## config.mk

```make
export PLATFORM = sky130hd
export DESIGN_NAME = des_key_sched_rev
export DESIGN_NICKNAME = d
export VERILOG_FILES = /design/src/rtl/des_pkg.sv /design/src/rtl/des_key_perm.sv /design/src/rtl/des_key_sched_rev.sv
export SDC_FILE = /design/constraint.sdc
export NUM_CORES = 1
export LEC_CHECK = 0
export BUFFER_PORTS_ARGS = -buffer_cell sky130_fd_sc_hd__clkbuf_2
export CAP_MARGIN = 20
export CORE_UTILIZATION = 56
export CTS_CLUSTER_SIZE = 28
export DETAILED_ROUTE_END_ITERATION = 10
export MAX_ROUTING_LAYER = met4
export PLACE_DENSITY = 0.82
export SLEW_MARGIN = 20
export SYNTH_ARGS = -nofsm -noshare
export SYNTH_HDL_FRONTEND = slang
export SYNTH_HIERARCHICAL = 1
export SYNTH_SLANG_ARGS = --single-unit
export TNS_END_PERCENT = 5
```

## constraint.sdc

```tcl
create_clock -name clk -period 2.49 [get_ports clk]
set_clock_uncertainty 0.1 [all_clocks]
set_input_delay 0.3735 -clock clk [delete_from_list [all_inputs] [get_ports clk]]
set_output_delay 0.3735 -clock clk [all_outputs]
set_load 0.1 [all_outputs]
```

## src/rtl/des_pkg.sv

```systemverilog
// rtl/des_pkg.sv - DES key-schedule types, PC-1/PC-2 tables, shift schedule and half rotation
package des_pkg;

    typedef logic [27:0] des_half_t;
    typedef logic [47:0] des_subkey_t;

    typedef enum logic {
        PERM_PC1 = 1'b0,
        PERM_PC2 = 1'b1
    } perm_sel_e;

    localparam logic [1:0] SHIFT_SCHED [1:16] = '{
        2'd1, 2'd1, 2'd2, 2'd2, 2'd2, 2'd2, 2'd2, 2'd2,
        2'd1, 2'd2, 2'd2, 2'd2, 2'd2, 2'd2, 2'd2, 2'd1
    };

    // Source bit numbers are DES 1-based, MSB first.
    localparam int PC1_IDX [56] = '{
        57, 49, 41, 33, 25, 17,  9,  1, 58, 50, 42, 34, 26, 18,
        10,  2, 59, 51, 43, 35, 27, 19, 11,  3, 60, 52, 44, 36,
        63, 55, 47, 39, 31, 23, 15,  7, 62, 54, 46, 38, 30, 22,
        14,  6, 61, 53, 45, 37, 29, 21, 13,  5, 28, 20, 12,  4
    };

    localparam int PC2_IDX [48] = '{
        14, 17, 11, 24,  1,  5,  3, 28, 15,  6, 21, 10,
        23, 19, 12,  4, 26,  8, 16,  7, 27, 20, 13,  2,
        41, 52, 31, 37, 47, 55, 30, 40, 51, 45, 33, 48,
        44, 49, 39, 56, 34, 53, 46, 42, 50, 36, 29, 32
    };

    // A left rotation by n is done as a right rotation by 28-n of the doubled word.
    function automatic des_half_t rot_half(input des_half_t half,
                                           input logic [1:0] amount,
                                           input logic       dir_right);
        logic [55:0] dbl;
        logic [5:0]  sh;
        sh  = dir_right ? {4'd0, amount} : (6'd28 - {4'd0, amount});
        dbl = {half, half} >> sh;
        return dbl[27:0];
    endfunction

endpackage

```

## src/rtl/des_key_perm.sv

```systemverilog
// rtl/des_key_perm.sv - combinational DES PC-1 / PC-2 bit selection
module des_key_perm
    import des_pkg::*;
#(
    parameter int OUT_W = 56
) (
    input  logic [63:0]      din,
    input  perm_sel_e        sel,
    output logic [OUT_W-1:0] dout
);

    // PC-2 reads the 56-bit C||D word held in din[55:0].
    always_comb begin
        dout = '0;
        for (int i = 0; i < OUT_W; i++) begin
            if (sel == PERM_PC1) begin
                dout[OUT_W-1-i] = din[64-PC1_IDX[i]];
            end else if (i < 48) begin
                dout[OUT_W-1-i] = din[56-PC2_IDX[i]];
            end
        end
    end

endmodule

```

## src/rtl/des_key_sched_rev.sv

```systemverilog
// rtl/des_key_sched_rev.sv - iterative DES subkey generator, K16..K1 order; DES_KS_BIDIR_EN adds K1..K16
module des_key_sched_rev
    import des_pkg::*;
#(
    parameter int KEY_W  = 64,
    parameter int HALF_W = 28,
    parameter int SK_W   = 48
) (
    input  logic             clk,
    input  logic             rst_n,
    input  logic [KEY_W-1:0] key_in,
    input  logic             key_valid,
    output logic             key_ready,
    output logic [SK_W-1:0]  subkey,
    output logic [3:0]       sk_round,
    output logic             sk_last,
    output logic             sk_valid,
    input  logic             sk_ready
`ifdef DES_KS_BIDIR_EN
   ,input  logic             mode_enc
`endif
);

    typedef enum logic {
        ST_IDLE  = 1'b0,
        ST_ISSUE = 1'b1
    } state_e;

    state_e              state_q, state_d;
    logic [HALF_W-1:0]   c_q, c_d, d_q, d_d;
    logic [3:0]          cnt_q, cnt_d;
    logic                key_ready_q, key_ready_d;
    logic                sk_valid_q, sk_valid_d;
    logic                enc_q, enc_d;
    logic [55:0]         pc1_out;
    logic [SK_W-1:0]     pc2_out;
    logic [4:0]          sh_idx;
    logic                fire;

    des_key_perm #(.OUT_W(56)) u_pc1 (
        .din  (key_in),
        .sel  (PERM_PC1),
        .dout (pc1_out)
    );

    des_key_perm #(.OUT_W(SK_W)) u_pc2 (
        .din  ({8'd0, c_q, d_q}),
        .sel  (PERM_PC2),
        .dout (pc2_out)
    );

    always_comb begin
        state_d = state_q;
        c_d     = c_q;
        d_d     = d_q;
        cnt_d   = cnt_q;
`ifdef DES_KS_BIDIR_EN
        enc_d   = (state_q == ST_IDLE && key_valid) ? mode_enc : enc_q;
`else
        enc_d   = 1'b0;
`endif
        fire    = sk_valid_q && sk_ready;
        // Decrypt walks SHIFT backwards from 16, encrypt forwards from 2.
        sh_idx  = enc_q ? ({1'b0, cnt_q} + 5'd2) : (5'd16 - {1'b0, cnt_q});

        case (state_q)
            ST_IDLE: begin
                if (key_valid) begin
                    state_d = ST_ISSUE;
                    cnt_d   = 4'd0;
                    if (enc_d) begin
                        c_d = rot_half(pc1_out[55:28], SHIFT_SCHED[1], 1'b0);
                        d_d = rot_half(pc1_out[27:0],  SHIFT_SCHED[1], 1'b0);
                    end else begin
                        c_d = pc1_out[55:28];
                        d_d = pc1_out[27:0];
                    end
                end
            end
            ST_ISSUE: begin
                if (fire) begin
                    if (cnt_q == 4'd15) begin
                        state_d = ST_IDLE;
                    end else begin
                        cnt_d = cnt_q + 4'd1;
                        c_d   = rot_half(c_q, SHIFT_SCHED[sh_idx], !enc_q);
                        d_d   = rot_half(d_q, SHIFT_SCHED[sh_idx], !enc_q);
                    end
                end
            end
            default: state_d = ST_IDLE;
        endcase

        key_ready_d = (state_d == ST_IDLE);
        sk_valid_d  = (state_d == ST_ISSUE);
    end

    always_ff @(posedge clk or negedge rst_n) begin
        if (!rst_n) begin
            state_q     <= ST_IDLE;
            c_q         <= '0;
            d_q         <= '0;
            cnt_q       <= 4'd0;
            enc_q       <= 1'b0;
            key_ready_q <= 1'b1;
            sk_valid_q  <= 1'b0;
        end else begin
            state_q     <= state_d;
            c_q         <= c_d;
            d_q         <= d_d;
            cnt_q       <= cnt_d;
            enc_q       <= enc_d;
            key_ready_q <= key_ready_d;
            sk_valid_q  <= sk_valid_d;
        end
    end

    assign key_ready = key_ready_q;
    assign sk_valid  = sk_valid_q;
    assign subkey    = pc2_out;
    assign sk_round  = cnt_q;
    assign sk_last   = sk_valid_q && (cnt_q == 4'd15);

endmodule

```

# Word-level counts from Yosys, hierarchy flattened
# Memory sizes are Yosys's and may differ from the RTL's.
# Index checks and enable logic that the tools add are counted.
# totals
register_bits	62
romBits	64
memories	1
out_inout_bits	55
# op_classes
n_shift	2
order_cmp	1
n_eq_ne	4
bitwise_logic	3
n_addsub	2
n_mux	18
reduce_logical	3
# mem_list
name	words	width	read_ports	rd_clocked_by_memory_dff	write_ports	line_no	source
(no name shown)	32	2	1	0	0	des_key_sched_rev.sv:87	d_d = rot_half(d_q, SHIFT_SCHED[sh_idx], !enc_q);
# op_table
operator	count
28-bit two-way mux	6
28-bit one-hot mux with 2 select lines	2
56-bit by 2-bit right shift with 28-bit output	2
4-bit two-way mux	3
4-bit one-hot mux with 2 select lines	1
6-bit >= comparator (second input constant)	1
5-bit NOT with 6-bit output	1
5-bit by 4-bit subtractor with 5-bit output (first input constant)	1
4-bit by 1-bit adder with 4-bit output (second input constant)	1
4-bit == test (second input constant)	1
2-bit two-way mux	2
2-bit != test (second input constant)	2
1-bit two-way mux	3
3-bit AND reduction	1
1-bit logical AND	2
2-bit by 1-bit != test with 1-bit output (second input constant)	1
1-bit NOT	2
1-bit one-hot mux with 2 select lines	1

# Longest topological paths before layout
# depth
depth_word	9
mapped_depth	8
mapped_depth_nobuf	6

# Modules after synthesis
# The synthesis kept the hierarchy.
# modules_own_cells
module	area_each_um2	seq_area_each_um2	cells_per_inst	instances
des_key_sched_rev	3962.6	1552.7	428	1
des_key_perm at u_pc1	837.1	0.0	62	1
des_key_perm at u_pc2	659.4	0.0	53	1

# Worst setup path before layout
# Ideal clock, no wire load.
# synth_path
path_type	register to register
startpoint	reg cnt_q[0], in the netlist sk_round[0]
endpoint	reg sk_valid_q, in the netlist sk_valid
synth_period_minus_slack_ns	2.684
path_stages_with_launch	5
path_slack_ns	-0.194
setup_time_ns	0.126
arrival_ns	2.458
path_cell_list	dfrtp_1 -> ha_1 -> and4_1 -> nand2_1 -> o21a_1
# synth_via
elab_chain_cells	4
# synth_lines
item	line_no	source
start, declared	des_key_sched_rev.sv:31	logic [3:0] cnt_q, cnt_d;
start signal, assigned	des_key_sched_rev.sv:111	cnt_q <= cnt_d;
4-bit == test	des_key_sched_rev.sv:82	if (cnt_q == 4'd15) begin
1-bit two-way mux	des_key_sched_rev.sv:82	
1-bit two-way mux	des_key_sched_rev.sv:81	if (fire) begin
1-bit one-hot mux with 2 select lines	des_key_sched_rev.sv:66	case (state_q)
named net sk_valid_d	des_key_sched_rev.sv:33	logic sk_valid_q, sk_valid_d;
end signal, assigned	des_key_sched_rev.sv:114	sk_valid_q <= sk_valid_d;
end, declared	des_key_sched_rev.sv:33	
# The timed path passes the listed nets, and every way through them passes these cells.
# A chain may end at the register's enable or synchronous reset.

# Worst setup path in the final report
# layout_path
startpoint	reg cnt_q[1], in the netlist sk_round[1]
endpoint	out sk_last
# layout_via
elab_chain_cells	2
# layout_lines
item	line_no	source
4-bit == test	des_key_sched_rev.sv:122	assign sk_last = sk_valid_q && (cnt_q == 4'd15);
1-bit logical AND	des_key_sched_rev.sv:122	
end, declared	des_key_sched_rev.sv:16	output logic sk_last,
# Every way passes these cells.

==> run summary <==
SYNTHESIS
-----------------------------------------------------------------------------------------------------
Post-synthesis share of cell area spent on full adders, half adders and majority gates         0.917%
Yosys cell types                                                                                   34
Cell type with the highest aggregate area in the netlist                                 sky130_fd_sc_hd__dfrtp_1
Post-synthesis simple-gate area fraction                                                        17.1%
Synthesized instance count                                                                        543
Share of the synthesized netlist area taken by xor and xnor gates                              0.160%
Post-synthesis instance area                                                                 5460 um2
Seq/Total Area, Yosys                                                                           28.4%
Portion of synthesized cell area occupied by the leading cell type                              28.0%
Post-synthesis mux area share                                                                   24.1%
Share of the synthesized area in compound gates (AO/OA/AOI/OAI)                                 21.4%
Synthesis warning total                                                                             6
Dominant combinational cell family by area after synthesis                               multiplexers
Leading post-synthesis cells by cell area                                                sky130_fd_sc_hd__dfrtp_1, sky130_fd_sc_hd__mux2_4, sky130_fd_sc_hd__o211ai_2, sky130_fd_sc_hd__a2bb2oi_1, sky130_fd_sc_hd__nand2_1
#FFs+latches synth                                                                                 62
Average footprint of a synthesized cell                                                      10.1 um2

PWR
-----------------------------------------------------------------------------------------------------
Tot Pwr                                                                                       8720 uW
Standby leakage power                                                                      0.00306 uW
Sequential Power Share                                                                          22.1%
Peak supply drop                                                                              1.06 mV
Proportion of total power due to net switching                                                  58.6%
Combinational share of power                                                                    66.3%
Total power density per cell area                                                         1380 nW/um2
Clock power share                                                                               11.5%
Int Pwr                                                                                       3610 uW
Power spent charging and discharging nets                                                     5110 uW

GLOBAL ROUTING
-----------------------------------------------------------------------------------------------------
Overall overflow remaining after global route                                                       0
Number of antenna violations at the first check in global routing                                   0
Overall global routing resource usage                                                           33.0%
Number of global-route vias before repair                                                        4766
Largest net degree at the start of global routing                                                  61
Global-route wire length before repair                                                       24900 um

WORST SETUP PATH
-----------------------------------------------------------------------------------------------------
Critical Path, Cell by Cell                                                              ha_1 -> and4_2 -> clkbuf_2
Arrival time reported for the critical path endpoint                                          1.78 ns
Category of the worst setup path capture point                                            output port
Slowest cell on crit path                                                                sky130_fd_sc_hd__dfrtp_1
Element type at the critical path start                                                          flop
Worst r2r path cells                                                                                7
Slowest Stage Delay on Critical Path                                                          0.47 ns
Setup CP Type                                                                            flop to output port
CP required                                                                                   2.02 ns
Peak fanout along the critical path                                                                 7

CLOCK NETWORK
-----------------------------------------------------------------------------------------------------
Clock-pin transition on the worst setup and hold timing paths                                 0.07 ns
Count of H-tree levels built during CTS                                                             3
Insertion delay of the later-clocked pin in the worst-skew pair                               0.35 ns
Clock Sink Count                                                                                   62
Hold buffer count at cts                                                                            1
CTS Buf Count                                                                                       9
CTS resizes                                                                                         0
Number of buffers inserted by post-CTS setup repair                                                 0
Clock tree from TritonCTS                                                                       built
Root buffer cell                                                                         sky130_fd_sc_hd__clkbuf_8
Maximum clock insertion buffer count                                                                2

ROUTING
-----------------------------------------------------------------------------------------------------
Top layer reached by signal wires                                                                met4
DRT Wirelength                                                                               15900 um
Met2 wire len                                                                                 7510 um
Number of remaining DRC errors                                                                      0
Post-detailed-route via-to-cell ratio                                                            6.47
Detailed-route wire length per cell                                                           20.5 um
Routed vias                                                                                      5000
Violation count after the first detailed-routing iteration                                        468
M1 wire length                                                                                6260 um
Number of nets with antenna violations after detailed routing                                       0
Drt first pass iters                                                                                5
Wire length on met3                                                                           1610 um

TIMING
-----------------------------------------------------------------------------------------------------
Worst slew pin tran                                                                          0.635 ns
Finish-stage setup viols                                                                            0
Unrepaired setup endpoints after global routing                                                    no
Normalized max-slew margin                                                                      57.6%
Post-layout min period                                                                        2.25 ns
Final hold slack                                                                             0.226 ns
Aggregate negative setup slack                                                                   0 ns
Ratio of final minimum period to clock period                                                   90.5%
Hold Fails Final Rpt                                                                                0
Final max-slew violation count                                                                      0
Maximum frequency from static timing analysis                                               0.444 GHz

CELLS AND AREA
-----------------------------------------------------------------------------------------------------
Commonest non-fill, non-tap cells in the layout                                          sky130_fd_sc_hd__clkbuf_2, sky130_fd_sc_hd__nand2_1, sky130_fd_sc_hd__dfrtp_1, sky130_fd_sc_hd__mux2_4
Final cell utilization of the core                                                              67.8%
# nets final                                                                                      711
Diode count                                                                                         0
Commonest non-fill, non-tap cell in the layout                                           sky130_fd_sc_hd__clkbuf_2
Layout cell share with drive strength beyond 1                                                  46.3%
Fill cell instance count of the final layout                                                      727
Layout overhead on the synthesized area                                                         15.8%

MIN PATH
-----------------------------------------------------------------------------------------------------
Worst Hold Path Cells                                                                               2
Hold Crit Class                                                                          input pin to flop

PLACEMENT
-----------------------------------------------------------------------------------------------------
Gp weighted congestion                                                                          0.869
Port-buffer cells                                                                                 121
Detail Placement HPWL                                                                        10800 um

FLOORPLANNING
-----------------------------------------------------------------------------------------------------
Die Height                                                                                     101 um
Area of the core region                                                                      9330 um2
Total die area                                                                              10100 um2
Initial core utilization                                                                        58.5%
Rows                                                                                               35
Die extent in x                                                                                101 um
Boundary pin count                                                                                123

JOB
-----------------------------------------------------------------------------------------------------
Max-cap violations                                                                                  0

STATUS
-----------------------------------------------------------------------------------------------------
Outcome                                                                                  finished clean

[critical path: cells and delay by family, from the launching register on]
family	cells	cell delay [ns]
flip-flops	1	0.47
AND/OR/NAND/NOR	1	0.25
adder cells (fa/ha/maj)	1	0.25
buffers and inverters	1	0.45
[layout make-up]
| class | count | area, um2 | share of cell area (%) |
|---|---|---|---|
| Multi-Input combinational cell | 425 | 3520 | 55.7 |
| Sequential cell | 62 | 1550 | 24.6 |
| Timing Repair Buffer | 138 | 848 | 13.4 |
| Tap cell | 129 | 161 | 2.55 |
| Clock buffer | 10 | 138 | 2.18 |
| Clock inverter | 6 | 85.1 | 1.35 |
| Inverter | 3 | 11.3 | 0.178 |
[power groups by stage]
stage	Combinational [uW]	Sequential, uW	Clock, uW
finish	5780	1930	1010
global route	6040	1980	1040
CTS	5750	1910	1000
detailed placement	5730	1920	0
global placement	5620	1900	0
floorplan	4680	1980	0
[state kept, by name, indices dropped and copies added (netlist names)]
signal     count
sk_valid       1
c_q           28
d_q           28
key_ready      1
sk_round       4
[synthesized netlist by cell type]
| cell type | number |
|---|---|
| sky130_fd_sc_hd__mux2_2 | 37 |
| sky130_fd_sc_hd__inv_1 | 3 |
| sky130_fd_sc_hd__and3_1 | 1 |
| sky130_fd_sc_hd__nor2_1 | 2 |
| sky130_fd_sc_hd__nand4_1 | 56 |
| sky130_fd_sc_hd__nor2_4 | 1 |
| sky130_fd_sc_hd__dfstp_2 | 1 |
| sky130_fd_sc_hd__buf_4 | 3 |
| sky130_fd_sc_hd__o211a_1 | 1 |
| sky130_fd_sc_hd__conb_1 | 2 |
| sky130_fd_sc_hd__nand2_1 | 115 |
| sky130_fd_sc_hd__dfrtp_1 | 61 |
| sky130_fd_sc_hd__ha_1 | 4 |
| sky130_fd_sc_hd__buf_2 | 26 |
| sky130_fd_sc_hd__o311ai_2 | 1 |
| sky130_fd_sc_hd__and2_4 | 1 |
| sky130_fd_sc_hd__o21a_1 | 2 |
| sky130_fd_sc_hd__a31oi_1 | 1 |
| sky130_fd_sc_hd__mux2_4 | 60 |
| sky130_fd_sc_hd__xnor2_1 | 1 |
| sky130_fd_sc_hd__nor3_1 | 3 |
| sky130_fd_sc_hd__o211ai_2 | 40 |
| sky130_fd_sc_hd__clkbuf_1 | 18 |
| sky130_fd_sc_hd__nand3_1 | 3 |
| sky130_fd_sc_hd__buf_6 | 10 |
| sky130_fd_sc_hd__nor3b_1 | 1 |
| sky130_fd_sc_hd__o31ai_1 | 1 |
| sky130_fd_sc_hd__and4_1 | 1 |
| sky130_fd_sc_hd__a2bb2oi_1 | 56 |
| sky130_fd_sc_hd__o211ai_1 | 16 |
| sky130_fd_sc_hd__buf_12 | 4 |
| sky130_fd_sc_hd__nor2b_1 | 9 |
| sky130_fd_sc_hd__nand3b_1 | 1 |
| sky130_fd_sc_hd__nand2b_1 | 1 |
[kinds of logic (layout without fill, tap and decap cells)]
family          Yosys count  in the layout
mux                      97             97
compound gates          118            118
fa+ha+maj                 4              4
simple gates            195            195
buf+inv                  64            157
other cells               2             10
flops                    62             62
xor+xnor                  1              1
[path summary, 6_finish.rpt]
kind	slack [ns]	to	startpoint
worst max-delay path	0.24	sk_last	sk_round[1]
worst min-delay path	0.23	sk_valid	key_valid
worst max register to register	0.24	d_q[12]	sk_round[1]
worst min register to register	0.50	d_q[22]	d_q[24]
max in group asynchronous	1.18	key_ready	rst_n
min in group asynchronous	0.41	c_q[14]	rst_n
[routing by layer]
layer	GRT usage (%)	vias up
met2	50.7	285
met4	14.0	0
met3	7.42	52
met1	41.9	2438
li1	-	2225
met5	-	-
[per-stage QoR]
stage / worst slack [ns] / cells / instance area (um2)
after global routing: 0.154 / 773 / 6320
after CTS: 0.234 / 773 / 6320
after floorplan: 0.0685 / 551 / 5490
after global placement: 0.369 / 756 / 6090
after detailed placement: 0.283 / 756 / 6090
final: 0.236 / 773 / 6320
No activity file was read; power rests on OpenSTA's default activity.
